### src/rtl/alu_exec_if.sv
// Execute-stage bus: request, operands and the write-back result.
interface alu_exec_if #(parameter int WORD_SIZE = 16);
  logic                 start;
  logic [3:0]           opcode;
  logic [1:0]           dest;
  logic [WORD_SIZE-1:0] op_a;
  logic [WORD_SIZE-1:0] op_b;
  logic                 busy;
  logic                 done;
  logic                 wb_write;
  logic [1:0]           wb_addr;
  logic [WORD_SIZE-1:0] wb_data;
  logic [3:0]           flags;
  logic                 illegal;

  modport master (
    output start, opcode, dest, op_a, op_b,
    input  busy, done, wb_write, wb_addr, wb_data, flags, illegal
  );

  modport slave (
    input  start, opcode, dest, op_a, op_b,
    output busy, done, wb_write, wb_addr, wb_data, flags, illegal
  );
endinterface

### src/rtl/alu_exec.sv
// Execute stage: single-cycle ALU ops plus an optional 16-iteration shift-add
// multiplier, enabled by defining ALU_EXEC_MUL_EN.
module alu_exec #(
  parameter int WORD_SIZE = 16
) (
  input  logic       clk,
  input  logic       reset_n,
  alu_exec_if.slave  bus
);

  localparam int W = WORD_SIZE;

  localparam logic [3:0] OP_ADD = 4'd0;
  localparam logic [3:0] OP_SUB = 4'd1;
  localparam logic [3:0] OP_AND = 4'd2;
  localparam logic [3:0] OP_ORR = 4'd3;
  localparam logic [3:0] OP_NOT = 4'd4;
  localparam logic [3:0] OP_TCP = 4'd5;
  localparam logic [3:0] OP_SHL = 4'd6;
  localparam logic [3:0] OP_SHR = 4'd7;
  localparam logic [3:0] OP_LHI = 4'd8;
`ifdef ALU_EXEC_MUL_EN
  localparam logic [3:0] OP_MUL = 4'd9;
`endif

`ifdef ALU_EXEC_MUL_EN
  typedef enum logic [1:0] {IDLE = 2'd0, MUL = 2'd1, DONE = 2'd2} state_t;
`else
  typedef enum logic [1:0] {IDLE = 2'd0, DONE = 2'd2} state_t;
`endif

  typedef struct packed {
    logic         illegal;
    logic [3:0]   flags;
    logic [W-1:0] data;
  } alu_res_t;

  // Flags are {N,Z,C,V}; N and Z always follow the result word.
  function automatic alu_res_t alu_single(input logic [3:0] op,
                                          input logic [W-1:0] a,
                                          input logic [W-1:0] b);
    alu_res_t     r;
    logic [W:0]   ext;
    logic         c;
    logic         v;
    r   = '0;
    ext = '0;
    c   = 1'b0;
    v   = 1'b0;
    case (op)
      OP_ADD: begin
        ext    = {1'b0, a} + {1'b0, b};
        r.data = ext[W-1:0];
        c      = ext[W];
        v      = (a[W-1] == b[W-1]) && (r.data[W-1] != a[W-1]);
      end
      OP_SUB: begin
        ext    = {1'b0, a} - {1'b0, b};
        r.data = ext[W-1:0];
        c      = ~ext[W];
        v      = (a[W-1] != b[W-1]) && (r.data[W-1] != a[W-1]);
      end
      OP_AND: r.data = a & b;
      OP_ORR: r.data = a | b;
      OP_NOT: r.data = ~a;
      OP_TCP: r.data = '0 - a;
      OP_SHL: r.data = {a[W-2:0], 1'b0};
      OP_SHR: r.data = {a[W-1], a[W-1:1]};
      OP_LHI: r.data = {b[7:0], 8'h00};
      default: r.illegal = 1'b1;
    endcase
    r.flags = {r.data[W-1], (r.data == '0), c, v};
    return r;
  endfunction

  state_t       state_q, state_d;
  logic         done_q, done_d;
  logic         wb_write_q, wb_write_d;
  logic [1:0]   wb_addr_q, wb_addr_d;
  logic [W-1:0] wb_data_q, wb_data_d;
  logic [3:0]   flags_q, flags_d;
  logic         illegal_q, illegal_d;
  alu_res_t     res;

`ifdef ALU_EXEC_MUL_EN
  logic [W-1:0]   mcand_q, mcand_d;
  logic [2*W-1:0] prod_q, prod_d;
  logic [3:0]     cnt_q, cnt_d;
  logic [1:0]     dest_q, dest_d;
  logic [W:0]     mul_sum;
  logic [2*W-1:0] prod_next;
`endif

  always_ff @(posedge clk or negedge reset_n) begin
    if (!reset_n) begin
      state_q    <= IDLE;
      done_q     <= 1'b0;
      wb_write_q <= 1'b0;
      wb_addr_q  <= '0;
      wb_data_q  <= '0;
      flags_q    <= '0;
      illegal_q  <= 1'b0;
`ifdef ALU_EXEC_MUL_EN
      mcand_q    <= '0;
      prod_q     <= '0;
      cnt_q      <= '0;
      dest_q     <= '0;
`endif
    end else begin
      state_q    <= state_d;
      done_q     <= done_d;
      wb_write_q <= wb_write_d;
      wb_addr_q  <= wb_addr_d;
      wb_data_q  <= wb_data_d;
      flags_q    <= flags_d;
      illegal_q  <= illegal_d;
`ifdef ALU_EXEC_MUL_EN
      mcand_q    <= mcand_d;
      prod_q     <= prod_d;
      cnt_q      <= cnt_d;
      dest_q     <= dest_d;
`endif
    end
  end

  always_comb begin
    state_d    = state_q;
    done_d     = 1'b0;
    wb_write_d = 1'b0;
    wb_addr_d  = wb_addr_q;
    wb_data_d  = wb_data_q;
    flags_d    = flags_q;
    illegal_d  = illegal_q;
    res        = alu_single(bus.opcode, bus.op_a, bus.op_b);
`ifdef ALU_EXEC_MUL_EN
    mcand_d    = mcand_q;
    prod_d     = prod_q;
    cnt_d      = cnt_q;
    dest_d     = dest_q;
    // One shift-add step: add multiplicand into the high half when the
    // multiplier LSB is set, then shift the whole product right.
    mul_sum    = {1'b0, prod_q[2*W-1:W]} + {1'b0, (prod_q[0] ? mcand_q : {W{1'b0}})};
    prod_next  = {mul_sum, prod_q[W-1:1]};
`endif

    case (state_q)
`ifdef ALU_EXEC_MUL_EN
      MUL: begin
        prod_d = prod_next;
        cnt_d  = cnt_q + 4'd1;
        if (cnt_q == 4'd15) begin
          state_d    = DONE;
          done_d     = 1'b1;
          wb_write_d = 1'b1;
          wb_addr_d  = dest_q;
          wb_data_d  = prod_next[W-1:0];
          illegal_d  = 1'b0;
          flags_d    = {prod_next[W-1], (prod_next[W-1:0] == '0),
                        (prod_next[2*W-1:W] != '0), 1'b0};
        end
      end
`endif
      default: begin
        if (bus.start) begin
`ifdef ALU_EXEC_MUL_EN
          if (bus.opcode == OP_MUL) begin
            state_d = MUL;
            mcand_d = bus.op_a;
            prod_d  = {{W{1'b0}}, bus.op_b};
            cnt_d   = 4'd0;
            dest_d  = bus.dest;
          end else begin
`else
          begin
`endif
            state_d    = DONE;
            done_d     = 1'b1;
            wb_write_d = ~res.illegal;
            wb_addr_d  = bus.dest;
            wb_data_d  = res.data;
            flags_d    = res.flags;
            illegal_d  = res.illegal;
          end
        end else begin
          state_d = IDLE;
        end
      end
    endcase
  end

`ifdef ALU_EXEC_MUL_EN
  assign bus.busy = (state_q == MUL);
`else
  assign bus.busy = 1'b0;
`endif
  assign bus.done     = done_q;
  assign bus.wb_write = wb_write_q;
  assign bus.wb_addr  = wb_addr_q;
  assign bus.wb_data  = wb_data_q;
  assign bus.flags    = flags_q;
  assign bus.illegal  = illegal_q;

endmodule

### src/flat_wrapper.sv
// flat-port wrapper written by rule: the top's interface ports become plain ports
module alu_exec_flat 
#(
  parameter int WORD_SIZE = 16
)
  (clk, reset_n, bus_start, bus_opcode, bus_dest, bus_op_a, bus_op_b, bus_busy, bus_done, bus_wb_write, bus_wb_addr, bus_wb_data, bus_flags, bus_illegal);
  alu_exec_if #(.WORD_SIZE(WORD_SIZE)) bus_i ();
  input  logic clk;
  input  logic reset_n;
  input wire logic [$bits(bus_i.start)-1:0] bus_start;
  input wire logic [$bits(bus_i.opcode)-1:0] bus_opcode;
  input wire logic [$bits(bus_i.dest)-1:0] bus_dest;
  input wire logic [$bits(bus_i.op_a)-1:0] bus_op_a;
  input wire logic [$bits(bus_i.op_b)-1:0] bus_op_b;
  output wire logic [$bits(bus_i.busy)-1:0] bus_busy;
  output wire logic [$bits(bus_i.done)-1:0] bus_done;
  output wire logic [$bits(bus_i.wb_write)-1:0] bus_wb_write;
  output wire logic [$bits(bus_i.wb_addr)-1:0] bus_wb_addr;
  output wire logic [$bits(bus_i.wb_data)-1:0] bus_wb_data;
  output wire logic [$bits(bus_i.flags)-1:0] bus_flags;
  output wire logic [$bits(bus_i.illegal)-1:0] bus_illegal;
  assign bus_i.start = bus_start;
  assign bus_i.opcode = bus_opcode;
  assign bus_i.dest = bus_dest;
  assign bus_i.op_a = bus_op_a;
  assign bus_i.op_b = bus_op_b;
  assign bus_busy = bus_i.busy;
  assign bus_done = bus_i.done;
  assign bus_wb_write = bus_i.wb_write;
  assign bus_wb_addr = bus_i.wb_addr;
  assign bus_wb_data = bus_i.wb_data;
  assign bus_flags = bus_i.flags;
  assign bus_illegal = bus_i.illegal;
  alu_exec #(.WORD_SIZE(WORD_SIZE)) u_core (.clk(clk), .reset_n(reset_n), .bus(bus_i));
endmodule
### config.mk
export PLATFORM = sky130hd
export DESIGN_NAME = alu_exec_flat
export DESIGN_NICKNAME = d
export VERILOG_FILES = /design/src/rtl/alu_exec_if.sv /design/src/rtl/alu_exec.sv /design/src/flat_wrapper.sv
export SDC_FILE = /design/constraint.sdc
export NUM_CORES = 1
export LEC_CHECK = 0
export ABC_AREA = 1
export BUFFER_PORTS_ARGS = -buffer_cell sky130_fd_sc_hd__buf_4
export CORE_MARGIN = 4
export CORE_UTILIZATION = 59
export DETAILED_ROUTE_END_ITERATION = 6
export GPL_TIMING_DRIVEN = 1
export PLACE_DENSITY_LB_ADDON = 0.08
export SETUP_SLACK_MARGIN = 0.05
export SYNTH_ARGS = -nofsm -noshare
export SYNTH_HDL_FRONTEND = slang
export SYNTH_SLANG_ARGS = --single-unit
### constraint.sdc
create_clock -name clk -period 0.8 [get_ports clk]
set_input_delay 0.04 -clock clk [delete_from_list [all_inputs] [get_ports clk]]
set_output_delay 0.04 -clock clk [all_outputs]
set_load 0.005 [all_outputs]
==> results of run 1 <==
[cells in the mapped netlist (all sizes together)]
library cell and instances:
o21bai 3, xnor2 3, o21a 1, o21ai 34, a31oi 2, and2 3, nand3b 7, o31ai 1
nand4 5, a211oi 1, fa 2, nand2 254, o211ai 2, nor2 129, conb 1, xor2 2
a21o 2, nand3 90, o22ai 2, a21oi 36, inv 105, dfrtp 24, ha 49, o221ai 2
nor3 11, clkbuf 5, buf 17
[metrics by stage]
step                      utilization [%]  cells  setup TNS (ns)  cell area (um^2)  hold slack, ns
after floorplan                         -    793          -10.95              4630          -0.256
after global placement               89.5   1112          -18.12              6460         -0.0567
after detailed placement             89.5   1112          -19.86              6460         -0.0438
[cell families after synthesis]
| kind of cell | after synthesis |
|---|---|
| XOR/XNOR | 5 |
| AO/OA/AOI/OAI | 86 |
| buffers and inverters | 127 |
| AND/OR/NAND/NOR | 499 |
| flip-flops | 24 |
| other | 1 |
| adder cells (fa/ha/maj) | 51 |
==> key figures, run 1 <==
Synthesis
  – Synth top area share: between 20 and 25%
  – Compound-gate portion of the synthesized area: between 10% and 20%
  – Most area-hungry cell type in the Yosys netlist: nand2_1
  – Top cells by area, synth: nand2_1 (22%), ha_1 (14%), dfrtp_1 (14%), nor2_1 (11%), nand3_1 (10%)
  – Synth Area in Adders: 15.0%
  – Synth Cell Area: 4350 um^2
  – Synth Area in XOR/XNOR: 1.01%
  – Multiplexer share of the synthesized area: 0%
  – Largest family of logic cells by synthesized area: simple AND/OR/NAND/NOR gates
  – Synthesized flop and latch total: 24
  – Mapped Nets: 885
  – Synth Instances: 793
  – Post-synthesis sequential area ratio: around 14%
  – Synth warnings: 0
  – Post-synth cell types: 36
  – Synthesized area per cell: between 5 and 6 um^2
  – Synth Area in Simple Gates: a little under half

Placed design
  – Pre-CTS WS: -1.28 ns
  – HPWL after DPL: around 15000 um
  – IO Port Bufs: 65
  – Placer's final routability congestion estimate: about 1.1

Die
  – Die X: 93.8 um
  – Core Rows: 31
  – I/O Pins: 67
  – Die Y-Extent: 93.8 um
  – Starting Density: 60.2%

Run status
  – Error: [ERROR DPL-0038] Utilization greater than 100%, impossible to legalize
  – Status: stopped before the end
  – Failed at: clock tree synthesis (4_1_cts)

CTS
  – Post-CTS Setup Inserts: 30
  – Hold Buf Count CTS: 3
  – Post-CTS Resized: 172
  – Htree depth: 1
  – CTS buffer count: 3
  – Bufs on Longest Clock Path: 2
  – CTS sink count: 24
  – Root Buffer: clkbuf_8
==> inputs of run 2 (changes only) <==
Settings changed: CORE_UTILIZATION 59 to 40, PLACE_DENSITY_LB_ADDON 0.08 to 0.15, SETUP_SLACK_MARGIN 0.05 to not set.
==> key figures, run 2 <==
GRT
  – GRT overflow: 0
  – Total GRT Usage: ~29%
  – Vias in the first global route: between 5000 and 6000
  – Largest net degree at the start of global routing: 25
  – Initial antenna violation count: 0
  – First-pass GRT wire length: approximately 29000 um

Setup path
  – Arrival time worst endpoint: 1.95 ns
  – Crit path launch type: input port
  – Nature of the critical path endpoint: flop
  – R2r setup slk: -0.02 ns
  – Reg2reg end: u_core.bus.wb_data[3]
  – Crit Path Class: input port to flop
  – Worst R2R Path Depth: 2
  – Critical Path Source: bus_op_b[1]
  – FF-to-FF Start: u_core.bus.wb_data[3]
  – Req. time, crit path: 1.01 ns
  – Crit-path max FO: 4

Pwr
  – Tot Pwr: 7.03 mW
  – PwrDens: 944 nW/um^2
  – Max IR drop VDD: 0.989 mV
  – Leak Pwr: 3.92 nW

Synthesis
  – Most area-hungry cell type in the Yosys netlist: nand2_1
  – Post-synth cell types: 36 (unchanged)
  – Synth Cell Area: 4350 um^2 (unchanged)
  – Synth Flop Type: dfrtp_1
  – Synthesized flop and latch total: 24 (unchanged)
  – Fraction of registers with async set/reset: 100% (unchanged)
  – Top cells by area, synth: nand2_1 (22%), ha_1 (14%), dfrtp_1 (14%), nor2_1 (11%), nand3_1 (10%)
  – Mapped Nets: 885 (unchanged)
  – Synth warnings: 0 (unchanged)
  – Post-synthesis sequential area ratio: 13.8% (unchanged)
  – Synthesized area per cell: 5.48 um^2 (unchanged)
  – Post-synth top cells: nand2_1 (251), nor2_1 (127), inv_1 (102)
  – Synth Instances: 793 (unchanged)
  – Post-synth EDFFs: 0 (unchanged)
  – Synth top area share: 21.7% (unchanged)
  – Most numerous cell in the Yosys netlist: nand2_1

CTS
  – TritonCTS clock tree: yes
  – Htree depth: 1 (unchanged)
  – CTS buffer count: 3 (unchanged)
  – Clk slew on worst S/H paths: 0.10 ns
  – Root Buffer: clkbuf_8
  – Bufs on Longest Clock Path: 2 (unchanged)
  – CTS sink count: 24 (unchanged)
  – Skew-Pair Late Insertion Delay: 0.26 ns

Route
  – Vias per cell: 5.06
  – DRC errors left: 0
  – Routed via count: 6042
  – Final antenna-violating net count: 0
  – Drt wl/cell: 15.5 um
  – Final WL: approximately 18000 um
  – 1st-iter DRT viols: between 400 and 500
  – DR pass1 iterations: 5

STA
  – Fmax: about 0.57 GHz
  – Endpoints failing setup: 44
  – Fin. Hold Viols: 0
  – Fin crit period: 1.74 ns
  – Actual slew at the worst max-slew pin: 0.506 ns
  – Period utilization: 218%
  – Worst Setup Slack, final: -0.942 ns
  – Clk_skew: 0 ns
  – RSZ-0062 raised after global routing: true
  – Slew HR: about two thirds
  – Slew Viols, Final: 0

Run status
  – Status: complete, but fails checks
  – Failing checks: negative setup slack

Die
  – Die X: 112 um (+20%)
  – Core area: 10500 um^2
  – Core Rows: 37 (+19%)
  – I/O Pins: 67 (unchanged)
  – Die ar.: 12600 um^2
  – Starting Density: 41.5% (-19 points)
  – Die Y-Extent: 112 um (+20%)

Placed design
  – IO Port Bufs: 65 (unchanged)
  – Placer's final routability congestion estimate: 0.938 (-12%)
  – HPWL after DPL: 14800 um (-1.7%)

Worst hold path
  – Hold EP: u_core.bus.done
  – Hold path depth: 2
  – Worst hold start: bus_start
  – Tightest Hold Check Type: input port to flop

Cells and area
  – Final nets: 1151
  – Final core utilization: 71.2%
  – Commonest cells after routing, fill and taps aside: buf_4 (243), nand2_1 (218), nor2_1 (94)
  – Share of layout cells above drive strength 1: a little over two fifths
  – Most common cell after layout, fill and taps aside: buf_4
  – Final antenna diode count: 0
  – Max reg flops: 15
  – Synth-to-Final Area Change: 71.3%

Flow run
  – Max Cap Viol: 0
## run 2: cell counts after synthesis
Identical to the previous run, type by type.
## run 2: cells by family after synthesis
kind of cell | Yosys count | synth area share [%]
compound gates | 86 | 10.9
xor+xnor | 5 | 1.01
fa+ha+maj | 51 | 15.0
buf+inv | 127 | 11.7
flops | 24 | 13.8
other cells | 1 | 0.0863
simple gates | 499 | 47.5
## run 2: power by group
part	internal [mW]	total (mW)	switching [mW]	leakage, nW
Combinational	2.24	4.49	2.25	3.57
Sequential	1.35	1.46	0.109	0.307
Clock	0.670	1.09	0.417	0.0357
## run 2: critical path, cell delays in order
cell	delay (ns)
buf_8	0.08
clkinvlp_4	0.12
buf_4	0.17
ha_4	0.23
inv_1	0.05
nand2_1	0.05
nand2_2	0.08
nand3_2	0.10
nand2_2	0.11
nand2_2	0.08
nand2_1	0.10
nand2_1	0.07
nand3_1	0.12
nand2_1	0.07
nor2_2	0.13
nand2_1	0.07
nor2_2	0.13
nand3_1	0.09
nand2_1	0.06
## run 2: timing repair
action,in CTS,in global routing
pin swaps,28,31
hold buffers,3,0
hold endpoints to repair,26,0
cloned,1,0
gates resized for setup,96,63
buffers inserted,17,14
endpoints found under the setup margin,44,45
## run 2: worst max path at each step
stage	depth (start not counted)	to	slack (ns)
6_report	19	u_core.bus.flags[2]	-0.94
5_1_grt	18	u_core.bus.flags[2]	-1.07
4_1_cts	17	u_core.bus.flags[2]	-0.89
3_5_place_dp	17	u_core.bus.flags[2]	-1.26
3_3_place_gp	16	u_core.bus.flags[2]	-1.25
2_1_floorplan	15	u_core.bus.flags[2]	-0.84
## run 2: metrics by stage
stage          instance area (um^2)  setup slack [ns]  cells  hold WS, ns  TNS [ns]
6_report                       7450            -0.942   1194        0.101    -14.48
3_5_place_dp                   6550             -1.26   1155      -0.0402    -19.99
4_1_cts                        7120            -0.892   1180       0.0952    -13.67
5_1_grt                        7450             -1.07   1194       0.0917    -17.05
2_1_floorplan                  4630            -0.835    793       -0.256    -10.95
3_3_place_gp                   6550             -1.25   1155      -0.0553    -19.58
## run 2: cell type report
| type | instances | area (um^2) |
|---|---|---|
| Multi-Input combinational cell | 643 | 3870 |
| Tap cell | 136 | 170 |
| Clock inverter | 1 | 30.0 |
| Inverter | 105 | 418 |
| Sequential cell | 24 | 601 |
| Fill cell | 941 | 3020 |
| Clock buffer | 3 | 41.3 |
| Timing Repair Buffer | 282 | 2310 |
## run 2: metal layers
layer	routed length, um	global-route usage [%]	vias up
li1	-	-	3033
met1	7770	35.6	2781
met2	9290	52.4	186
met3	855	2.53	42
met4	582	7.37	0
met5	0	0	-
No activity file was read; power rests on OpenSTA's default activity.
